**src/rtl/bjack_card_shoe_if.sv**
```systemverilog
// Card-shoe handshake bundle: draw/shuffle requests in, dealt card and deck status out.
interface bjack_card_shoe_if;
    logic       SHUFFLE;
    logic       DRAW;
    logic [3:0] CARD;
    logic       VALID;
    logic       BUSY;
    logic [5:0] LEFT;
    logic       EMPTY;

    modport master (
        output SHUFFLE, DRAW,
        input  CARD, VALID, BUSY, LEFT, EMPTY
    );

    modport slave (
        input  SHUFFLE, DRAW,
        output CARD, VALID, BUSY, LEFT, EMPTY
    );
endinterface

```
**src/rtl/bjack_card_shoe.sv**
```systemverilog
// Single-deck blackjack card shoe: deals one card value per draw from a shuffled
// 52-card deck, using an LFSR start point and a linear probe over per-value counts.
module bjack_card_shoe #(
    parameter logic [7:0] SEED = 8'hA5
) (
    input  logic              CLK,
    input  logic              RES,
    bjack_card_shoe_if.slave  bus
);

    localparam int unsigned LFSR_W = 8;
    localparam int unsigned CNT_W  = 5;
    localparam int unsigned LEFT_W = 6;
    localparam int unsigned IDX_W  = 4;
    localparam int unsigned NVAL   = 10;

    localparam logic [LFSR_W-1:0] SEED_EFF  = (SEED == 8'h00) ? 8'h01 : SEED;
    localparam logic [LEFT_W-1:0] FULL_LEFT = 6'd52;
    localparam logic [IDX_W-1:0]  LAST_IDX  = 4'd9;
    localparam logic [IDX_W-1:0]  TEN_IDX   = 4'd8;

    typedef enum logic {
        S_IDLE   = 1'b0,
        S_SEARCH = 1'b1
    } state_t;

    state_t              r_state;
    state_t              w_state_nxt;
    logic [LFSR_W-1:0]   r_lfsr;
    logic [LFSR_W-1:0]   w_lfsr_nxt;
    logic [CNT_W-1:0]    r_cnt     [NVAL];
    logic [CNT_W-1:0]    w_cnt_nxt [NVAL];
    logic [IDX_W-1:0]    r_cand;
    logic [IDX_W-1:0]    w_cand_nxt;
    logic [3:0]          r_card;
    logic [3:0]          w_card_nxt;
    logic                r_valid;
    logic                w_valid_nxt;
    logic [LEFT_W-1:0]   r_left;
    logic [LEFT_W-1:0]   w_left_nxt;
    logic                r_empty;
    logic                w_empty_nxt;
    logic [IDX_W-1:0]    w_start_idx;
    logic                w_accept;
    logic                w_hit;

    // Counter index 0..9 holds card value 2..11; index 8 is the ten-valued group.
    function automatic logic [CNT_W-1:0] full_cnt(input logic [IDX_W-1:0] idx);
        return (idx == TEN_IDX) ? 5'd16 : 5'd4;
    endfunction

    assign w_start_idx = (r_lfsr[3:0] < 4'd10) ? r_lfsr[3:0] : IDX_W'(r_lfsr[3:0] - 4'd10);
    assign w_accept    = (r_state == S_IDLE) && bus.DRAW && !bus.SHUFFLE && (r_left != '0);
    assign w_hit       = (r_state == S_SEARCH) && !bus.SHUFFLE && (r_cnt[r_cand] != '0);

    always_ff @(posedge CLK or posedge RES) begin
        if (RES) begin
            r_state <= S_IDLE;
        end else begin
            r_state <= w_state_nxt;
        end
    end

    always_comb begin
        w_state_nxt = r_state;
        if (bus.SHUFFLE) begin
            w_state_nxt = S_IDLE;
        end else begin
            case (r_state)
                S_IDLE:   if (w_accept) w_state_nxt = S_SEARCH;
                S_SEARCH: if (w_hit)    w_state_nxt = S_IDLE;
                default:                w_state_nxt = S_IDLE;
            endcase
        end
    end

    // Datapath next values; shuffle overrides any draw or search in progress.
    always_comb begin
        w_lfsr_nxt  = {r_lfsr[6:0], r_lfsr[7] ^ r_lfsr[5] ^ r_lfsr[4] ^ r_lfsr[3]};
        w_cnt_nxt   = r_cnt;
        w_cand_nxt  = r_cand;
        w_card_nxt  = r_card;
        w_valid_nxt = 1'b0;
        w_left_nxt  = r_left;
        if (bus.SHUFFLE) begin
            for (int unsigned i = 0; i < NVAL; i++) begin
                w_cnt_nxt[i] = full_cnt(IDX_W'(i));
            end
            w_left_nxt = FULL_LEFT;
        end else if (w_accept) begin
            w_cand_nxt = w_start_idx;
        end else if (w_hit) begin
            w_card_nxt        = 4'(r_cand + 4'd2);
            w_cnt_nxt[r_cand] = CNT_W'(r_cnt[r_cand] - 5'd1);
            w_left_nxt        = LEFT_W'(r_left - 6'd1);
            w_valid_nxt       = 1'b1;
        end else if (r_state == S_SEARCH) begin
            w_cand_nxt = (r_cand == LAST_IDX) ? '0 : IDX_W'(r_cand + 4'd1);
        end
        w_empty_nxt = (w_left_nxt == '0);
    end

    always_ff @(posedge CLK or posedge RES) begin
        if (RES) begin
            r_lfsr  <= SEED_EFF;
            for (int unsigned i = 0; i < NVAL; i++) begin
                r_cnt[i] <= full_cnt(IDX_W'(i));
            end
            r_cand  <= '0;
            r_card  <= '0;
            r_valid <= 1'b0;
            r_left  <= FULL_LEFT;
            r_empty <= 1'b0;
        end else begin
            r_lfsr  <= w_lfsr_nxt;
            r_cnt   <= w_cnt_nxt;
            r_cand  <= w_cand_nxt;
            r_card  <= w_card_nxt;
            r_valid <= w_valid_nxt;
            r_left  <= w_left_nxt;
            r_empty <= w_empty_nxt;
        end
    end

    assign bus.CARD  = r_card;
    assign bus.VALID = r_valid;
    assign bus.BUSY  = (r_state == S_SEARCH);
    assign bus.LEFT  = r_left;
    assign bus.EMPTY = r_empty;

endmodule

```
**src/flat_wrapper.sv**
```systemverilog
// flat-port wrapper written by rule: the top's interface ports become plain ports
module bjack_card_shoe_flat 
#(
    parameter logic [7:0] SEED = 8'hA5
)
  (CLK, RES, bus_SHUFFLE, bus_DRAW, bus_CARD, bus_VALID, bus_BUSY, bus_LEFT, bus_EMPTY);
  bjack_card_shoe_if bus_i ();
  input  logic CLK;
  input  logic RES;
  input wire logic [$bits(bus_i.SHUFFLE)-1:0] bus_SHUFFLE;
  input wire logic [$bits(bus_i.DRAW)-1:0] bus_DRAW;
  output wire logic [$bits(bus_i.CARD)-1:0] bus_CARD;
  output wire logic [$bits(bus_i.VALID)-1:0] bus_VALID;
  output wire logic [$bits(bus_i.BUSY)-1:0] bus_BUSY;
  output wire logic [$bits(bus_i.LEFT)-1:0] bus_LEFT;
  output wire logic [$bits(bus_i.EMPTY)-1:0] bus_EMPTY;
  assign bus_i.SHUFFLE = bus_SHUFFLE;
  assign bus_i.DRAW = bus_DRAW;
  assign bus_CARD = bus_i.CARD;
  assign bus_VALID = bus_i.VALID;
  assign bus_BUSY = bus_i.BUSY;
  assign bus_LEFT = bus_i.LEFT;
  assign bus_EMPTY = bus_i.EMPTY;
  bjack_card_shoe #(.SEED(SEED)) u_core (.CLK(CLK), .RES(RES), .bus(bus_i));
endmodule
```
**config.mk**
```make
export PLATFORM = sky130hd
export DESIGN_NAME = bjack_card_shoe_flat
export DESIGN_NICKNAME = d
export VERILOG_FILES = /design/src/rtl/bjack_card_shoe_if.sv /design/src/rtl/bjack_card_shoe.sv /design/src/flat_wrapper.sv
export SDC_FILE = /design/constraint.sdc
export NUM_CORES = 1
export LEC_CHECK = 0
export ABC_AREA = 0
export CORE_ASPECT_RATIO = 2
export CORE_MARGIN = 2
export CORE_UTILIZATION = 45
export CTS_BUF_LIST = sky130_fd_sc_hd__clkbuf_8
export CTS_CLUSTER_SIZE = 12
export DETAILED_ROUTE_END_ITERATION = 8
export DONT_BUFFER_PORTS = 1
export PLACE_DENSITY = 0.6
export SKIP_LAST_GASP = 1
export SYNTH_ARGS = -nofsm -noshare
export SYNTH_HDL_FRONTEND = slang
export SYNTH_SLANG_ARGS = --single-unit
```
**constraint.sdc**
```tcl
create_clock -name CLK -period 7.9 [get_ports CLK]
set_clock_uncertainty 0.1 [all_clocks]
set_input_delay 0.79 -clock CLK [delete_from_list [all_inputs] [get_ports CLK]]
set_output_delay 0.79 -clock CLK [all_outputs]
set_load 0.02 [all_outputs]
```
==> results of run 1 <==
## metal layers
metal / vias up / wire, um / global-route usage / share of wire
met4: 0 / 194 / 0.0980 / 0.023
met2: 44 / 4670 / 0.346 / 0.54
li1: 1256 / - / - / -
met5: - / 0 / 0 / 0
met3: 12 / 240 / 0.0422 / 0.028
met1: 1327 / 3510 / 0.262 / 0.41
## final cells by class
type,count,area share
clock buffer,10,0.0342
clock inverter,6,0.0140
inverter,14,0.0131
multi-input combinational,245,0.433
sequential,75,0.472
tap,98,0.0305
timing repair buffer,2,0.00373
## stage by stage
stage	std cells	power, mW	hold slack (ns)	cell area (um2)
6_report	450	1.07	0.274	4030
4_1_cts	450	1.08	0.276	4030
3_5_place_dp	434	0.785	0.246	3830
5_1_grt	450	1.13	0.280	4030
2_1_floorplan	351	0.713	0.233	3770
3_3_place_gp	434	0.786	0.243	3830
## synthesized netlist by cell type, drive strengths merged (2+ instances only)
library cell   n
buf            5
mux2i         28
o21ai         22
mux4           6
nor2b          6
xnor2          8
dfrtp         58
ha             6
nand3         25
o2111ai        2
a31oi          2
nor3           4
nand2         27
a211oi         3
nor4           3
inv           13
nor2          36
a31o           2
nand4          5
a21oi          9
dfstp         17
nand2b         2
xor2           3
o211ai        12
clkbuf        12
o22ai          2
and2           3
mux2          10
## where the power goes
part	total (mW)	internal (mW)	switching, mW	leakage [nW]
Clock	0.293	0.152	0.141	0.103
Combinational	0.297	0.105	0.192	0.740
Sequential	0.481	0.416	0.0649	0.968
## registers in the layout (all words and copies together) (netlist names)
| signal | flops |
|---|---|
| u_core.r_cand | 4 |
| u_core.bus.VALID | 1 |
| u_core.bus.CARD | 4 |
| u_core.r_lfsr | 8 |
| u_core.bus.LEFT | 6 |
| u_core.bus.BUSY | 1 |
| u_core.r_cnt | 50 |
| u_core.bus.EMPTY | 1 |
## kinds of logic after synthesis
group	synth area share
compound gates	0.123
xor+xnor	0.0255
mux	0.140
simple gates	0.154
fa+ha+maj	0.0199
buf+inv	0.0345
flops	0.503
## final timing paths
check	from	endpoint	depth (start not counted)
setup / recovery	u_core.r_cand[1]	u_core.r_cnt[20]	10
hold / removal	u_core.r_lfsr[6]	u_core.r_lfsr[7]	0
setup reg to reg	u_core.r_cand[1]	u_core.r_cnt[20]	10
hold reg to reg	u_core.r_lfsr[6]	u_core.r_lfsr[7]	0
max in group asynchronous	RES	u_core.r_cnt[8]	2
min in group asynchronous	RES	u_core.r_cnt[44]	2
==> results.md, run 1 <==
- Number of port buffers: 0
- CTS buffer count: 9
- Commonest cells after routing, fill and taps aside: dfrtp_1, nor2_1, mux2i_1, nand2_1, nand3_1
- Mapped Area: 3770 um2
- Register-to-Register Setup Slack: 3.20 ns
- Post-synth top area cell: dfrtp_1
- Synth top area share: 0.385
- CP bufs+invs: 1
- Register area share after synthesis: 0.503
- CTS root buf: clkbuf_8
- Clock Sink Count: 75
- CTS tree: built
- Total vias in the final route: 2639
- DP Worst Slack: 3.32 ns
- Ys Warns: 0
- CP Cell Sequence: or3b_2 > o22ai_1 > inv_1 > ha_1 > o21ai_0 > a21oi_1 > a311oi_2 > nand3_1 > nand3_1 > o21ai_0
- Synth area leaders: dfrtp_1, dfstp_2, mux2i_1
- Clock-pin slew on the worst setup and hold paths: 0.08 ns
- Vias in the first global route: 2673
- Via density per instance: 5.86
- Post-CTS Resized: 0
- Dominant synthesized flop cell: dfrtp_1
- Seq. cell area: 1900 um2
- Total gr overflow: 0
- Synth-to-layout area growth: 6.74%
- Max Buffers Root-to-Sink: 2
- Core area: 8230 um2
- Syn avg cell area: 10.7 um2
- Minimum clock period: 4.70 ns
- Drt drc: 0
- Fin crit share: 0.595
- Post-route setup slack: 3.20 ns
- Cell variety after synth: 54
- Worst Path Arrival: 4.81 ns
- Worst-Margin Slew: 1.13 ns
- VDD IR max: 0.000152 V
- Critical path peak fanout: 22
- Filler cells: 782
- Final Max Slew Viols: 0
- Die area: 9170 um2
- Placer congestion estimate: 0.854
- DIE HEIGHT: 133 um
- Max Freq: 213 MHz
- Area occupied by multi-input gates: 1740 um2
- Synth Instances: 351
- Most common cell after layout, fill and taps aside: dfrtp_1
- Max cap viols: 0
- Ports: 17
- Final hold viol count: 0
- Setup bufs post-CTS: 0
- Starting density of the core: 0.458
- Die X: 68.7 um
- Crit-path slowest cell: a311oi_2
- Routed Antenna Nets: 0
- RSZ-0062 raised after global routing: no
- Top delay family on crit path: compound AO/OA/AOI/OAI gates
- CP Class: flip-flop to flip-flop
- Nets: 357
- First-pass GRT wire length: 14100 um
- #FFs+latches synth: 75
- H-tree depth: 3
- DP HPWL: 5930 um
- Hold_buf cts: 0
- HP Class: flip-flop to flip-flop
- Post-synth EDFFs: 0
- Pwr/cell area: 266 nW/um2
- Share of cells above drive strength 1: 0.168
- Largest net degree at the start of global routing: 76
- Crit end category: flip-flop
- Detailed Routing Iterations Pass 1: 4
- Final setup TNS: 0 ns
- Drt wl/cell: 19.1 um
- Syn_nets: 361
- Clock Latency Late Sink: 0.36 ns
- Routed wire length: 8620 um
- Overall Global Routing Usage: 0.212
- Layout Utilization: 0.489
- Initial antenna violation count: 0
- ANT cells: 0
- Initial DRC count: 163
- Largest stage delay on the critical path: 0.98 ns
- Run status: finished, final reports clean
- Lkg Pwr: 1.81 nW
- Critical path required time: 8.01 ns
- Slew HR: 0.247
- Worst setup SP type: flip-flop
- Rows: 47
- Ys async rst share: 1.00
- Final setup viols: 0
(Power assumes the default switching activity.)
==> inputs of run 2 (changes only) <==
- PLACE_DENSITY: 0.6 -> 0.62
- clock period: 7.9 -> 3.99 ns (I/O delays scaled with it)
==> results.md, run 2 (same netlist as run 1, synthesis figures left out) <==
- Clock-pin slew on the worst setup and hold paths: 0.08 ns (about the same)
- Final setup viols: 0 (unchanged)
- Starting density of the core: 0.458 (unchanged)
- Total gr overflow: 0 (unchanged)
- Final setup TNS: 0 ns (unchanged)
- Post-route setup slack: 0.392 ns (was 3.20 ns)
- Pwr/cell area: 530 nW/um2 (was 266 nW/um2)
- ANT cells: 0 (unchanged)
- Final hold slack: 0.00155 ns (was 0.274 ns)
- Crit-path slowest cell: a311oi_2 (unchanged)
- Max Freq: 278 MHz (was 213 MHz)
- Share of cells above drive strength 1: 0.199 (was 0.168)
- Hold_buf cts: 2 (was 0)
- VDD IR max: 0.000347 V (was 0.000152 V)
- Max Buffers Root-to-Sink: 2 (unchanged)
- CP bufs+invs: 1 (unchanged)
- DP HPWL: 6510 um (was 5930 um)
- Reg-to-Reg Start: u_core.r_cand[0] (was u_core.r_cand[1])
- Sequential Power Share: 0.423 (was 0.449)
- CP Cell Sequence: mux4_2 > mux2i_1 > o22ai_1 > inv_1 > ha_1 > o21ai_0 > a21oi_1 > a311oi_2 > nand3_1 > mux2i_1 > nor2_1 (was or3b_2 > o22ai_1 > inv_1 > ha_1 > o21ai_0 > a21oi_1 > a311oi_2 > nand3_1 > nand3_1 > o21ai_0)
- Final Max Slew Viols: 0 (unchanged)
- Ports: 17 (unchanged)
- Clock power frac: 0.250 (was 0.273)
- Comb power frac: 0.327 (was 0.278)
- Initial antenna violation count: 0 (unchanged)
- Largest register FFs: 50 (unchanged)
- Net switching power: 829 uW (was 399 uW)
- Number of port buffers: 0 (unchanged)
- Design area: 4150 um2 (was 4030 um2)
- Most common cell after layout, fill and taps aside: dfrtp_1 (unchanged)
- Minimum clock period: 3.60 ns (was 4.70 ns)
- Largest stage delay on the critical path: 0.66 ns (was 0.98 ns)
- Vias in the first global route: 2939 (was 2673)
- Largest net degree at the start of global routing: 44 (was 76)
- Internal Power: 1.37 mW (was 673 uW)
- Worst Setup SP: u_core.r_cand[0] (was u_core.r_cand[1])
- Detailed Routing Iterations Pass 1: 5 (was 4)
- FF-to-FF End: u_core.r_cnt[46] (was u_core.r_cnt[20])
- RSZ-0062 raised after global routing: no (unchanged)
- Cell Count, Final, Fillers Out: 465 (was 450)
- Total vias in the final route: 2767 (was 2639)
- Worst-Margin Slew: 0.952 ns (was 1.13 ns)
- CTS tree: built (unchanged)
- Synth-to-layout area growth: 9.99% (was 6.74%)
- Reg2Reg Depth: 11 (was 10)
- DIE HEIGHT: 133 um (unchanged)
- Drt wl/cell: 19.9 um (was 19.1 um)
- First-pass GRT wire length: 15300 um (was 14100 um)
- Commonest cells after routing, fill and taps aside: dfrtp_1, nor2_1, mux2i_1, nand2_1, nand3_1 (unchanged)
- CTS buffer count: 9 (unchanged)
- Switching Fraction: 0.377 (was 0.372)
- Critical path peak fanout: 11 (was 22)
- Slew HR: 0.360 (was 0.247)
- Crit end category: flip-flop (unchanged)
- Largest Register: u_core.r_cnt (unchanged)
- CTS root buf: clkbuf_8 (unchanged)
- Run status: finished, final reports clean (unchanged)
- Pwr Total: 2.20 mW (was 1.07 mW)
- Clock Sink Count: 75 (unchanged)
- Die X: 68.7 um (unchanged)
- H-tree depth: 3 (unchanged)
- Routed Antenna Nets: 0 (unchanged)
- Fin crit share: 0.902 (was 0.595)
- Routed wire length: 9270 um (was 8620 um)
- Layout Utilization: 0.504 (was 0.489)
- Initial DRC count: 123 (was 163)
- Crit-path most repeated cell: mux2i_1
- Placer congestion estimate: 0.902 (was 0.854)
- Overall Global Routing Usage: 0.231 (was 0.212)
- Worst Path Arrival: 3.72 ns (was 4.81 ns)
- Critical path required time: 4.11 ns (was 8.01 ns)
- Register-to-Register Setup Slack: 0.39 ns (was 3.20 ns)
- Lkg Pwr: 1.88 nW (was 1.81 nW)
- CP Class: flip-flop to flip-flop (unchanged)
- Nets: 372 (was 357)
- Via density per instance: 5.95 (was 5.86)
- Die area: 9170 um2 (unchanged)
- HP Class: input pin to asynchronous set/reset pin (was flip-flop to flip-flop)
- Total placed cells including tap cells: 447 (was 434)
- Post-CTS Resized: 0 (unchanged)
- DP Worst Slack: 0.505 ns (was 3.32 ns)
- Core area: 8230 um2 (unchanged)
- Placed inst area: 3940 um2 (was 3830 um2)
- Worst setup SP type: flip-flop (unchanged)
- Setup bufs post-CTS: 0 (unchanged)
- Clock Latency Late Sink: 0.36 ns (about the same)
- Top delay family on crit path: compound AO/OA/AOI/OAI gates (unchanged)
- Final hold viol count: 0 (unchanged)
- Drt drc: 0 (unchanged)
- Rows: 47 (unchanged)
- Max cap viols: 0 (unchanged)
## run 2: cell types whose count changed in the layout (fill, tap and decap cells not counted)
cell | previous run | this run
clkinv_2 | 3 | 2
dlygate4sd3_1 | 0 | 2
inv_1 | 13 | 12
inv_6 | 0 | 2
bufinv_16 | 1 | 0
clkbuf_8 | 10 | 11
buf_4 | 2 | 14
buf_12 | 0 | 1
## run 2: final cells by class
class	count	area, um2
fill	768	4090
sequential	75	1900
multi-input combinational	245	1740
clock buffer	11	151
timing repair buffer	17	145
tap	98	123
inverter	14	52.6
clock inverter	5	35.0
## run 2: routing by layer
metal,global-route usage,part of all wire,up-vias
li1,-,-,1295
met1,0.269,0.36,1365
met2,0.371,0.54,75
met3,0.0456,0.048,32
met4,0.154,0.052,0
met5,0,0,-
## run 2: worst max path at each step
stage / to / slack (ns) / cells after the start
5_1_grt: u_core.r_cnt[26] / 0.07 / 11
6_report: u_core.r_cnt[46] / 0.39 / 11
3_3_place_gp: u_core.r_cnt[29] / 0.60 / 11
2_1_floorplan: u_core.r_cnt[24] / 0.46 / 15
4_1_cts: u_core.r_cnt[46] / 0.43 / 11
3_5_place_dp: u_core.r_cnt[20] / 0.51 / 11
## run 2: power groups by stage
| stage | registers, mW | logic (mW) | clock network, mW |
|---|---|---|---|
| floorplan | 0.916 | 0.497 | 0 |
| global placement | 0.944 | 0.701 | 0 |
| detailed placement | 0.945 | 0.706 | 0 |
| CTS | 0.931 | 0.717 | 0.565 |
| global route | 0.942 | 0.778 | 0.594 |
| finish | 0.929 | 0.720 | 0.549 |
==> inputs of run 3 (changes only) <==
- ABC_CLOCK_PERIOD_IN_PS: default -> 3990
- MAX_ROUTING_LAYER: default -> met4
- SLEW_MARGIN: default -> 20
==> results.md, run 3 (same netlist as run 1, synthesis figures left out) <==
- Post-CTS Resized: 0 (unchanged)
- CTS buffer count: 9 (unchanged)
- Met2 GRT Util: 0.373 (was 0.371)
- Total vias in the final route: 2745 (was 2767)
- Switching Fraction: 0.351 (was 0.377)
- Pwr/cell area: 564 nW/um2 (was 530 nW/um2)
- Reg2Reg Depth: 11 (unchanged)
- Lkg Pwr: 1.91 nW (was 1.88 nW)
- Register-to-Register Setup Slack: 0.37 ns (was 0.39 ns)
- Die X: 68.7 um (unchanged)
- Max Freq: 276 MHz (was 278 MHz)
- Routed wire length: 9290 um (was 9270 um)
- Max cap viols: 0 (unchanged)
- CTS root buf: clkbuf_8 (unchanged)
- Critical path required time: 4.10 ns (was 4.11 ns)
- DIE HEIGHT: 133 um (unchanged)
- Critical path peak fanout: 11 (unchanged)
- Worst-Margin Slew: 0.935 ns (was 0.952 ns)
- Commonest cells after routing, fill and taps aside: dfrtp_1, nor2_1, mux2i_1, nand2_1, nand3_1 (unchanged)
- GR Util met3: 0.0405 (was 0.0456)
- Overall Global Routing Usage: 0.240 (was 0.231)
- Net switching power: 829 uW (about the same)
- Reg-to-Reg Start: u_core.r_cand[0] (unchanged)
- Nets: 371 (was 372)
- Max Buffers Root-to-Sink: 2 (unchanged)
- Largest net degree at the start of global routing: 46 (was 44)
- Total placed cells including tap cells: 447 (unchanged)
- FF-to-FF End: u_core.r_cnt[26] (was u_core.r_cnt[46])
- Slew HR: 0.376 (was 0.360)
- CP Class: flip-flop to flip-flop (unchanged)
- Most common cell after layout, fill and taps aside: dfrtp_1 (unchanged)
- Final hold viol count: 0 (unchanged)
- Seq. cell area: 1900 um2 (unchanged)
- H-tree depth: 3 (unchanged)
- Final Max Slew Viols: 0 (unchanged)
- Run status: finished, final reports clean (unchanged)
- Via density per instance: 5.92 (was 5.95)
- Grt peak-use layer: met2 (unchanged)
- Rows: 47 (unchanged)
- Worst Setup SP: u_core.r_cand[0] (unchanged)
- First-pass GRT wire length: 15600 um (was 15300 um)
- Filler cells: 756 (was 768)
- Setup crit end: u_core.r_cnt[26] (was u_core.r_cnt[46])
- Drt drc: 0 (unchanged)
- Clock-pin slew on the worst setup and hold paths: 0.08 ns (about the same)
- Clock Latency Late Sink: 0.36 ns (about the same)
- Detailed Routing Iterations Pass 1: 5 (unchanged)
- CTS tree: built (unchanged)
- Initial DRC count: 185 (was 123)
- RSZ-0062 raised after global routing: no (unchanged)
- Clock power frac: 0.300 (was 0.250)
- Final setup viols: 0 (unchanged)
- Die area: 9170 um2 (unchanged)
- Total gr overflow: 0 (unchanged)
- Number of port buffers: 0 (unchanged)
- Drt wl/cell: 20.0 um (was 19.9 um)
- Share of cells above drive strength 1: 0.197 (was 0.199)
- Worst Path Arrival: 3.73 ns (was 3.72 ns)
- Largest register FFs: 50 (unchanged)
- ANT cells: 0 (unchanged)
- Routed Antenna Nets: 0 (unchanged)
- VDD IR max: 0.000357 V (was 0.000347 V)
- Ports: 17 (unchanged)
- Comb power frac: 0.307 (was 0.327)
- Sequential Power Share: 0.393 (was 0.423)
- Placer congestion estimate: 0.938 (was 0.902)
- Fin crit share: 0.907 (was 0.902)
- Largest Register: u_core.r_cnt (unchanged)
- Core area: 8230 um2 (unchanged)
- Initial antenna violation count: 0 (unchanged)
- Internal Power: 1.53 mW (was 1.37 mW)
- Worst setup SP type: flip-flop (unchanged)
- Clock Sink Count: 75 (unchanged)
- HP Class: input pin to asynchronous set/reset pin (unchanged)
- Synth-to-layout area growth: 11.2% (was 9.99%)
- Final setup TNS: 0 ns (unchanged)
- Minimum clock period: 3.62 ns (was 3.60 ns)
- Area occupied by multi-input gates: 1740 um2 (unchanged)
- Cell Count, Final, Fillers Out: 464 (was 465)
- Starting density of the core: 0.458 (unchanged)
- DP HPWL: 6560 um (was 6510 um)
- Met1 GRT Util: 0.293 (was 0.269)
- Vias in the first global route: 2931 (was 2939)
- Crit end category: flip-flop (unchanged)
run 3: worst min path at each step:
| stage | end | depth (start not counted) |
|---|---|---|
| 6_report | u_core.r_cnt[34] | 1 |
| 5_1_grt | u_core.r_cnt[35] | 1 |
| 4_1_cts | u_core.r_cnt[35] | 1 |
| 3_5_place_dp | u_core.r_lfsr[7] | 0 |
| 3_3_place_gp | u_core.r_lfsr[7] | 0 |
| 2_1_floorplan | u_core.r_lfsr[7] | 0 |
run 3: power groups by stage:
stage	logic [mW]	clock network (mW)	registers (mW)
final	0.724	0.709	0.930
after global routing	0.783	0.748	0.941
after CTS	0.720	0.721	0.930
after detailed placement	0.711	0	0.945
after global placement	0.702	0	0.943
after floorplan	0.497	0	0.916
run 3: through the flow:
step	worst slack (ns)	total power, mW	hold WS (ns)	instance area, um2	util
3_3_place_gp	0.563	1.65	0.245	3940	0.479
3_5_place_dp	0.450	1.66	0.248	3940	0.479
5_1_grt	0.0485	2.47	0.0959	4190	0.509
2_1_floorplan	0.455	1.41	0.233	3770	-
4_1_cts	0.399	2.37	0.0452	4190	0.509
6_report	0.370	2.36	0.0221	4190	0.509
run 3: what timing repair did:
item / in CTS / in global routing
buffers inserted: 0 / 0
endpoints found under the hold margin: 20 / 0
hold buffers: 1 / 0
run 3: final cells by class:
| cell class | count | share of cell area |
|---|---|---|
| clock buffers | 10 | 0.0328 |
| clock inverters | 6 | 0.0248 |
| inverters | 14 | 0.0125 |
| multi-input cells | 245 | 0.416 |
| flip-flops and latches | 75 | 0.453 |
| well taps | 98 | 0.0292 |
| repair buffers | 16 | 0.0322 |
run 3: critical path, cell delays in order, from the launching register on:
cell and delay, ns:
dfrtp_1 0.54, mux4_2 0.41, mux2i_1 0.12, o22ai_1 0.19, inv_1 0.12, ha_1 0.22, o21ai_0 0.08, a21oi_1 0.10
a311oi_2 0.69, nand3_1 0.57, mux2i_1 0.29, nor2_1 0.06
run 3: per-layer routing:
metal,wire length [um],part of all wire,vias up
met5,0,0,-
li1,-,-,1284
met2,5020,0.54,52
met1,3580,0.39,1383
met4,369,0.040,0
met3,325,0.035,26
